--- src/rtl/dmem_arbiter.sv ---
// dmem_arbiter: two-port round-robin arbiter/sequencer for the 64 B data memory.
// Port 0 = core load/store path, port 1 = debug/DMA path. One access in flight,
// IDLE -> ACCESS -> RESP, one-cycle registered response pulse to the owner.
// Optional feature: define DMEM_ARB_ALIGN_CHECK_EN to reject misaligned halfword/word
// accesses and unlisted access codes with resp_err instead of touching memory.
module dmem_arbiter #(
  parameter int unsigned ADDR_W     = 6,
  parameter int unsigned DATA_W     = 32,
  parameter int unsigned FIXED_PRIO = 0
) (
  input  logic              clk,
  input  logic              rst,
  input  logic              p0_req_valid,
  output logic              p0_req_ready,
  input  logic [3:0]        p0_req_rw,
  input  logic [ADDR_W-1:0] p0_req_addr,
  input  logic [DATA_W-1:0] p0_req_wdata,
  output logic              p0_resp_valid,
  output logic [DATA_W-1:0] p0_resp_rdata,
  output logic              p0_resp_err,
  input  logic              p1_req_valid,
  output logic              p1_req_ready,
  input  logic [3:0]        p1_req_rw,
  input  logic [ADDR_W-1:0] p1_req_addr,
  input  logic [DATA_W-1:0] p1_req_wdata,
  output logic              p1_resp_valid,
  output logic [DATA_W-1:0] p1_resp_rdata,
  output logic              p1_resp_err,
  output logic              mem_read,
  output logic              mem_write,
  output logic [ADDR_W-1:0] mem_addr,
  output logic [DATA_W-1:0] mem_wdata,
  output logic [3:0]        mem_rw,
  input  logic [DATA_W-1:0] mem_rdata
);

  typedef enum logic [1:0] {
    S_IDLE   = 2'd0,
    S_ACCESS = 2'd1,
    S_RESP   = 2'd2
  } state_t;

  state_t            state;
  logic              last_grant;
  logic              owner;
  logic [3:0]        lat_rw;
  logic [ADDR_W-1:0] lat_addr;
  logic [DATA_W-1:0] lat_wdata;
  logic              lat_bad;
  logic [DATA_W-1:0] rdata_q;
  logic              v0_q;
  logic              v1_q;
  logic              err_q;

  logic              grant;
  logic              in_idle;
  logic              in_access;
  logic              p0_ready_c;
  logic              p1_ready_c;
  logic              hs;
  logic              acc_bad;
  logic [3:0]        sel_rw;
  logic [ADDR_W-1:0] sel_addr;
  logic [DATA_W-1:0] sel_wdata;

  function automatic logic is_store(input logic [3:0] rw);
    return (rw == 4'b1011) || (rw == 4'b1110) || (rw == 4'b1111);
  endfunction

  function automatic logic is_load(input logic [3:0] rw);
    return rw[3] && !is_store(rw);
  endfunction

  // Tie-break: fixed priority to port 0, or the port that did not win last time.
  always_comb begin
    grant = 1'b0;
    if (p0_req_valid && p1_req_valid)
      grant = (FIXED_PRIO != 0) ? 1'b0 : ~last_grant;
    else if (p1_req_valid)
      grant = 1'b1;
  end

  assign in_idle      = rst && (state == S_IDLE);
  assign in_access    = rst && (state == S_ACCESS);
  assign p0_ready_c   = in_idle && p0_req_valid && !grant;
  assign p1_ready_c   = in_idle && p1_req_valid && grant;
  assign hs           = p0_ready_c || p1_ready_c;
  assign p0_req_ready = p0_ready_c;
  assign p1_req_ready = p1_ready_c;

  assign sel_rw    = grant ? p1_req_rw    : p0_req_rw;
  assign sel_addr  = grant ? p1_req_addr  : p0_req_addr;
  assign sel_wdata = grant ? p1_req_wdata : p0_req_wdata;

`ifdef DMEM_ARB_ALIGN_CHECK_EN
  // Classify the request being accepted: unlisted code or misaligned half/word.
  always_comb begin
    acc_bad = 1'b0;
    if (!sel_rw[3]) begin
      acc_bad = 1'b1;
    end else begin
      case (sel_rw)
        4'b1001, 4'b1101, 4'b1110: acc_bad = sel_addr[0];
        4'b1010, 4'b1111:          acc_bad = |sel_addr[1:0];
        default:                   acc_bad = 1'b0;
      endcase
    end
  end
`else
  assign acc_bad = 1'b0;
`endif

  // Strobes are gated by rst so a reset landing mid-ACCESS never writes memory.
  assign mem_read  = in_access && !lat_bad && is_load(lat_rw);
  assign mem_write = in_access && !lat_bad && is_store(lat_rw);
  assign mem_addr  = in_access ? lat_addr  : '0;
  assign mem_wdata = in_access ? lat_wdata : '0;
  assign mem_rw    = in_access ? lat_rw    : '0;

  assign p0_resp_valid = rst && v0_q;
  assign p1_resp_valid = rst && v1_q;
  assign p0_resp_err   = rst && v0_q && err_q;
  assign p1_resp_err   = rst && v1_q && err_q;
  assign p0_resp_rdata = rst ? rdata_q : '0;
  assign p1_resp_rdata = rst ? rdata_q : '0;

  // Sequencer FSM: latch on handshake, access memory, pulse response, back to idle.
  always_ff @(posedge clk) begin
    if (!rst) begin
      state      <= S_IDLE;
      last_grant <= 1'b1;
      owner      <= 1'b0;
      lat_rw     <= '0;
      lat_addr   <= '0;
      lat_wdata  <= '0;
      lat_bad    <= 1'b0;
      rdata_q    <= '0;
      v0_q       <= 1'b0;
      v1_q       <= 1'b0;
      err_q      <= 1'b0;
    end else begin
      case (state)
        S_IDLE: begin
          v0_q  <= 1'b0;
          v1_q  <= 1'b0;
          err_q <= 1'b0;
          if (hs) begin
            owner      <= grant;
            last_grant <= grant;
            lat_rw     <= sel_rw;
            lat_addr   <= sel_addr;
            lat_wdata  <= sel_wdata;
            lat_bad    <= acc_bad;
            state      <= S_ACCESS;
          end
        end
        S_ACCESS: begin
          rdata_q <= (is_load(lat_rw) && !lat_bad) ? mem_rdata : '0;
          v0_q    <= !owner;
          v1_q    <= owner;
          err_q   <= lat_bad;
          state   <= S_RESP;
        end
        S_RESP: begin
          v0_q  <= 1'b0;
          v1_q  <= 1'b0;
          err_q <= 1'b0;
          state <= S_IDLE;
        end
        default: state <= S_IDLE;
      endcase
    end
  end

endmodule

--- config.mk ---
export PLATFORM = sky130hd
export DESIGN_NAME = dmem_arbiter
export DESIGN_NICKNAME = d
export VERILOG_FILES = /design/src/rtl/dmem_arbiter.sv
export SDC_FILE = /design/constraint.sdc
export NUM_CORES = 1
export LEC_CHECK = 0
export ABC_AREA = 0
export BUFFER_PORTS_ARGS = -buffer_cell sky130_fd_sc_hd__buf_2
export CAP_MARGIN = 25
export CORE_MARGIN = 2
export CORE_UTILIZATION = 35
export DETAILED_ROUTE_END_ITERATION = 10
export GPL_TIMING_DRIVEN = 0
export PLACE_DENSITY = 0.7
export SLEW_MARGIN = 30
export SYNTH_ARGS = -nofsm -noshare
export SYNTH_HDL_FRONTEND = slang
export SYNTH_SLANG_ARGS = --single-unit
--- constraint.sdc ---
create_clock -name clk -period 2.6 [get_ports clk]
set_input_delay 0.13 -clock clk [delete_from_list [all_inputs] [get_ports clk]]
set_output_delay 0.13 -clock clk [all_outputs]
set_load 0.005 [all_outputs]
# ---- Word level (Yosys, flattened, before mapping)
# Index checks and enable logic that the tools add are counted.
dict set report op_classes {
  n_eq_ne 6
  n_mux 15
  bitwise_logic 1
  n_reduce_logical 25
}
# cell count
set op_table {}
lappend op_table {{32-bit two-way mux} 4}
lappend op_table {{1-bit logical AND} 14}
lappend op_table {{4-bit equality test (second input constant)} 3}
lappend op_table {{6-bit two-way mux} 2}
lappend op_table {{4-bit two-way mux} 2}
lappend op_table {{1-bit one-hot mux with 2 select lines} 2}
lappend op_table {{2-bit one-hot mux with 2 select lines} 1}
lappend op_table {{1-bit zero test} 3}
lappend op_table {{1-bit logical OR} 3}
lappend op_table {{1-bit two-way mux} 3}
lappend op_table {{3-bit OR reduction} 1}
lappend op_table {{2-bit by 1-bit equality test with 1-bit output (second input constant)} 1}
lappend op_table {{2-bit equality test (second input constant)} 1}
lappend op_table {{2-bit zero test} 1}
lappend op_table {{2-bit two-way mux} 1}
lappend op_table {{2-bit inequality test (second input constant)} 1}
lappend op_table {{2-bit AND reduction} 1}
lappend op_table {{2-bit nonzero test} 1}
lappend op_table {{2-bit OR reduction} 1}
lappend op_table {{1-bit inverter} 1}
dict set report totals {
  ff_bits 81
}

# ---- Logic depth before layout (Yosys ltp)
dict set report logic_depth {
  word_depth 7
  depth_mapped 6
}

# ---- Worst setup path before layout
# Ideal clock, no wire load.
dict set report synth_timing {
  path_type {reg2reg}
  from {register state[1]}
  to {register lat_rw[0]}
  arrival_time_ns 1.503
  required_time_ns 2.482
  slack_ns 0.980
  stages_incl_launch_ff 7
  path_buffers 3
  period_less_slack_ns 1.620
  path_cell_list {dfxtp_1 > buf_6 > or3b_1 > buf_6 > buf_6 > or3_1 > o2111a_1}
}
dict set report synth_between {
  elab_chain_len 6
}
# element line
set synth_lines {}
lappend synth_lines {{start: declaration} 43} ;# state_t state;
lappend synth_lines {{start signal: assignment} 130} ;# state <= S_IDLE;
lappend synth_lines {{start signal: assignment} 154} ;# state <= S_ACCESS;
lappend synth_lines {{start signal: assignment} 162} ;# state <= S_RESP;
lappend synth_lines {{2-bit zero test (*)} {83, 142}}
lappend synth_lines {{1-bit logical AND} 83} ;# assign in_idle = rst && (state == S_IDLE);
lappend synth_lines {{1-bit logical AND, on equally long branches (2 in a row)} {85, 86}}
lappend synth_lines {{1-bit logical OR} 87} ;# assign hs = p0_ready_c || p1_ready_c;
lappend synth_lines {{2-bit AND reduction (no line) (*)} -}
lappend synth_lines {{end signal: assignment} 150} ;# lat_rw <= sel_rw;
lappend synth_lines {{end: declaration} 46} ;# logic [3:0] lat_rw;
# Mark *: on every way between the ends. The rest lies on a longest branch, timed or not.
# A chain may end at the register's enable or synchronous reset.

# ---- Worst setup path in the final report
dict set report layout_timing {
  from {register state[0]}
  to {output mem_wdata[2]}
}
dict set report layout_between {
  elab_chain_len 3
}
# element line
set layout_lines {}
lappend layout_lines {{2-bit by 1-bit equality test with 1-bit output} 84} ;# assign in_access = rst && (state == S_ACCESS);
lappend layout_lines {{1-bit logical AND} 84}
lappend layout_lines {{32-bit two-way mux} 117} ;# assign mem_wdata = in_access ? lat_wdata : '0;
lappend layout_lines {{end: declaration} 32} ;# output logic [DATA_W-1:0] mem_wdata,
# No other way between the ends.

==> metrics.yaml <==
status: "finished clean"
use_met1_pct: 25.3
syn_area_um2: 4030
multiInputGateArea_um2: 1920
slew_violations: 0
tightestPinTransition_ns: 0.554
ys_types: 24
crit_fanout: 10
startpoint: "state[0]"
synth_top_area_share_pct: 39.7
die_y_um: 111
area_delta_synth_final_pct: 40.8
yosysWarningCount: 0
leakagePower_nw: 2.94
clkTransAtPathRegs_ns: 0.06
worst_ep_required_time_ns: 2.47
regArea_um2: 1600
drt-pass1-iter-count: 4
grt_pass1_vias: 4091
reg2reg_depth: 6
ctsResizeCount: 0
ir_drop_mv: 0.293
fp-row-count: 39
routedWlPerCell_um: 16.1
yosysSeqAreaShare_pct: 39.7
grt-ovfl-total: 0
hold_class: "in -> reg"
clock_skew_ns: 0.00406
synth_area_leaders: "dfxtp_1 (40%), or3_1 (13%), o2111a_1 (12%), a22o_1 (6.9%), and3_1 (6.4%)"
busiest_layer: "met2"
use_met3_pct: 6.31
start_util_pct: 35.6
finalCriticalPeriod_ns: 2.12
grt_pass1_wl_mm: 20.9
hold_depth: 2
rrSetupSlack_ns: 0.86
use_met2_pct: 36.5
worst_setup_path_end_kind: "output pin"
whs_endpoint: "rdata_q[9]"
grt_max_degree: 14
io_buffers: 230
max_cap_viol_count: 0
hold_viol: 0
drive_gt1_share_pct: 43.5
finalInstanceArea_um2: 5680
fillers: 1106
worstHoldStart: "mem_rdata[9]"
path_class: "reg -> out"
cts_sinks: 80
startpoint_type: "flip-flop"
dpl.hpwl_mm: 9.95
synth.largest_area_cell: "dfxtp_1"
numCtsBuffers: 9
place.gp.congestion: 0.796
cp.arrival_ns: 1.99
reg2reg_from: "state[1]"
drt_iter0_drc: 140
finalSetupTns_ns: 0
power_density_nw_per_um2: 541
dieArea_um2: 12400
slew_headroom_pct: 63.0
coreArea_um2: 11300
dieWidth_um: 111
boundaryPins: 234
synth-seq-cells: 80
fin_crit_sh_pct: 81.5
placed_area_um2: 5370
synthCells: 422
fmax_ghz: 0.472
clock_path_buffers: 2
diodes: 0
cts_root_buf: "clkbuf_16"
ant_nets: 0
antenna_found_initial: 0
insertion_delay_ns: 0.33
drc: 0
vias_per_cell: 5.05
rsz0062_at_grt: "no"
setup_viol: 0
synth_area_per_cell_um2: 9.56
nets: 787
grt_util_all_layers_pct: 20.6
r2r_end: "lat_wdata[8]"
vias: 4115
drt-total-wl_mm: 13.1
cts_htree_levels: 3
cts_tree: "built"
timing repair:
action	CTS	global route
hold buffers	3	0
hold endpoints to repair	3	0
setup buffers	0	0
cells in the mapped netlist (all sizes together):
library cell  count
or3              84
dfxtp            80
buf              46
o2111a           42
and3             41
and2             38
clkbuf           35
a22o             32
nor2b             5
nor2              3
nand2             2
nor3              2
nor3b             2
or3b              2
a21oi             1
conb              1
inv               1
nand2b            1
nand4b            1
o211ai            1
o21a              1
o2bb2ai           1
worst max path at each step:
stage                          to  cells after the start
CTS                  mem_wdata[0]                      4
global route         mem_wdata[2]                      4
global placement    lat_wdata[23]                      4
detailed placement   lat_wdata[8]                      4
floorplan               lat_rw[0]                      6
finish               mem_wdata[2]                      4
layer usage:
metal	wire, µm	up-vias	share of wire [%]
met5	0	-	0
met4	80	0	0.61
met3	891	8	6.8
met2	6560	141	50
met1	5600	1935	43
li1	-	2031	-
sequential cells by signal, summed over array words and instances (netlist names), 2 cells and up:
register,count
lat_wdata,32
rdata_q,32
lat_addr,6
lat_rw,4
state,2
cells in the final DEF, fill, tap and decap left out, drive strengths merged, types with 3 or more instances in the layout:
cell         Yosys  layout
o2111a          42      42
and3            41      41
and2            38      38
dlygate4sd3      0       3
a22o            32      32
nor2             3       3
clkinvlp         0       3
clkbuf          35      46
or3             84      84
nor2b            5       5
buf             46     276
dfxtp           80      80
layout make-up:
| cell class | instances | area share, % |
|---|---|---|
| Sequential cell | 80 | 28.2 |
| Multi-Input combinational cell | 261 | 33.8 |
| Timing Repair Buffer | 233 | 20.8 |
| Tap cell | 143 | 3.15 |
| Clock buffer | 11 | 4.28 |
| Buffer | 81 | 9.08 |
| Inverter | 1 | 0.0661 |
| Clock inverter | 5 | 0.573 |
per-stage QoR:
step	total power [mW]	cells	util (%)	setup WS, ns	hold WS, ns
after floorplan	1.70	423	-	0.980	0.256
after global placement	1.91	796	47.4	0.687	0.342
after detailed placement	1.93	796	47.4	0.654	0.343
after CTS	3.10	815	50.1	0.498	0.000216
after global routing	3.21	815	50.2	0.315	0.00117
final	3.07	815	50.2	0.481	0.00784
report_power, final:
part           leakage (nW)  internal, mW  total (mW)  switching [mW]
Sequential            0.657          1.32        1.37          0.0432
Clock                 0.128         0.669        1.16           0.494
Combinational          2.16         0.268       0.540           0.273
Total                  2.94          2.26        3.07           0.810
cell families after synthesis:
kind of cell	synth area share (%)
buffers and inverters	12.9
AND/OR/NAND/NOR	27.9
other	0.0930
flip-flops	39.7
AO/OA/AOI/OAI	19.4
critical path: stages, from the launching register on:
cell,delay [ns]
dfxtp_1,0.44
nor2b_1,0.40
clkbuf_1,0.46
and3_1,0.24
buf_2,0.12
(Power assumes the default switching activity.)
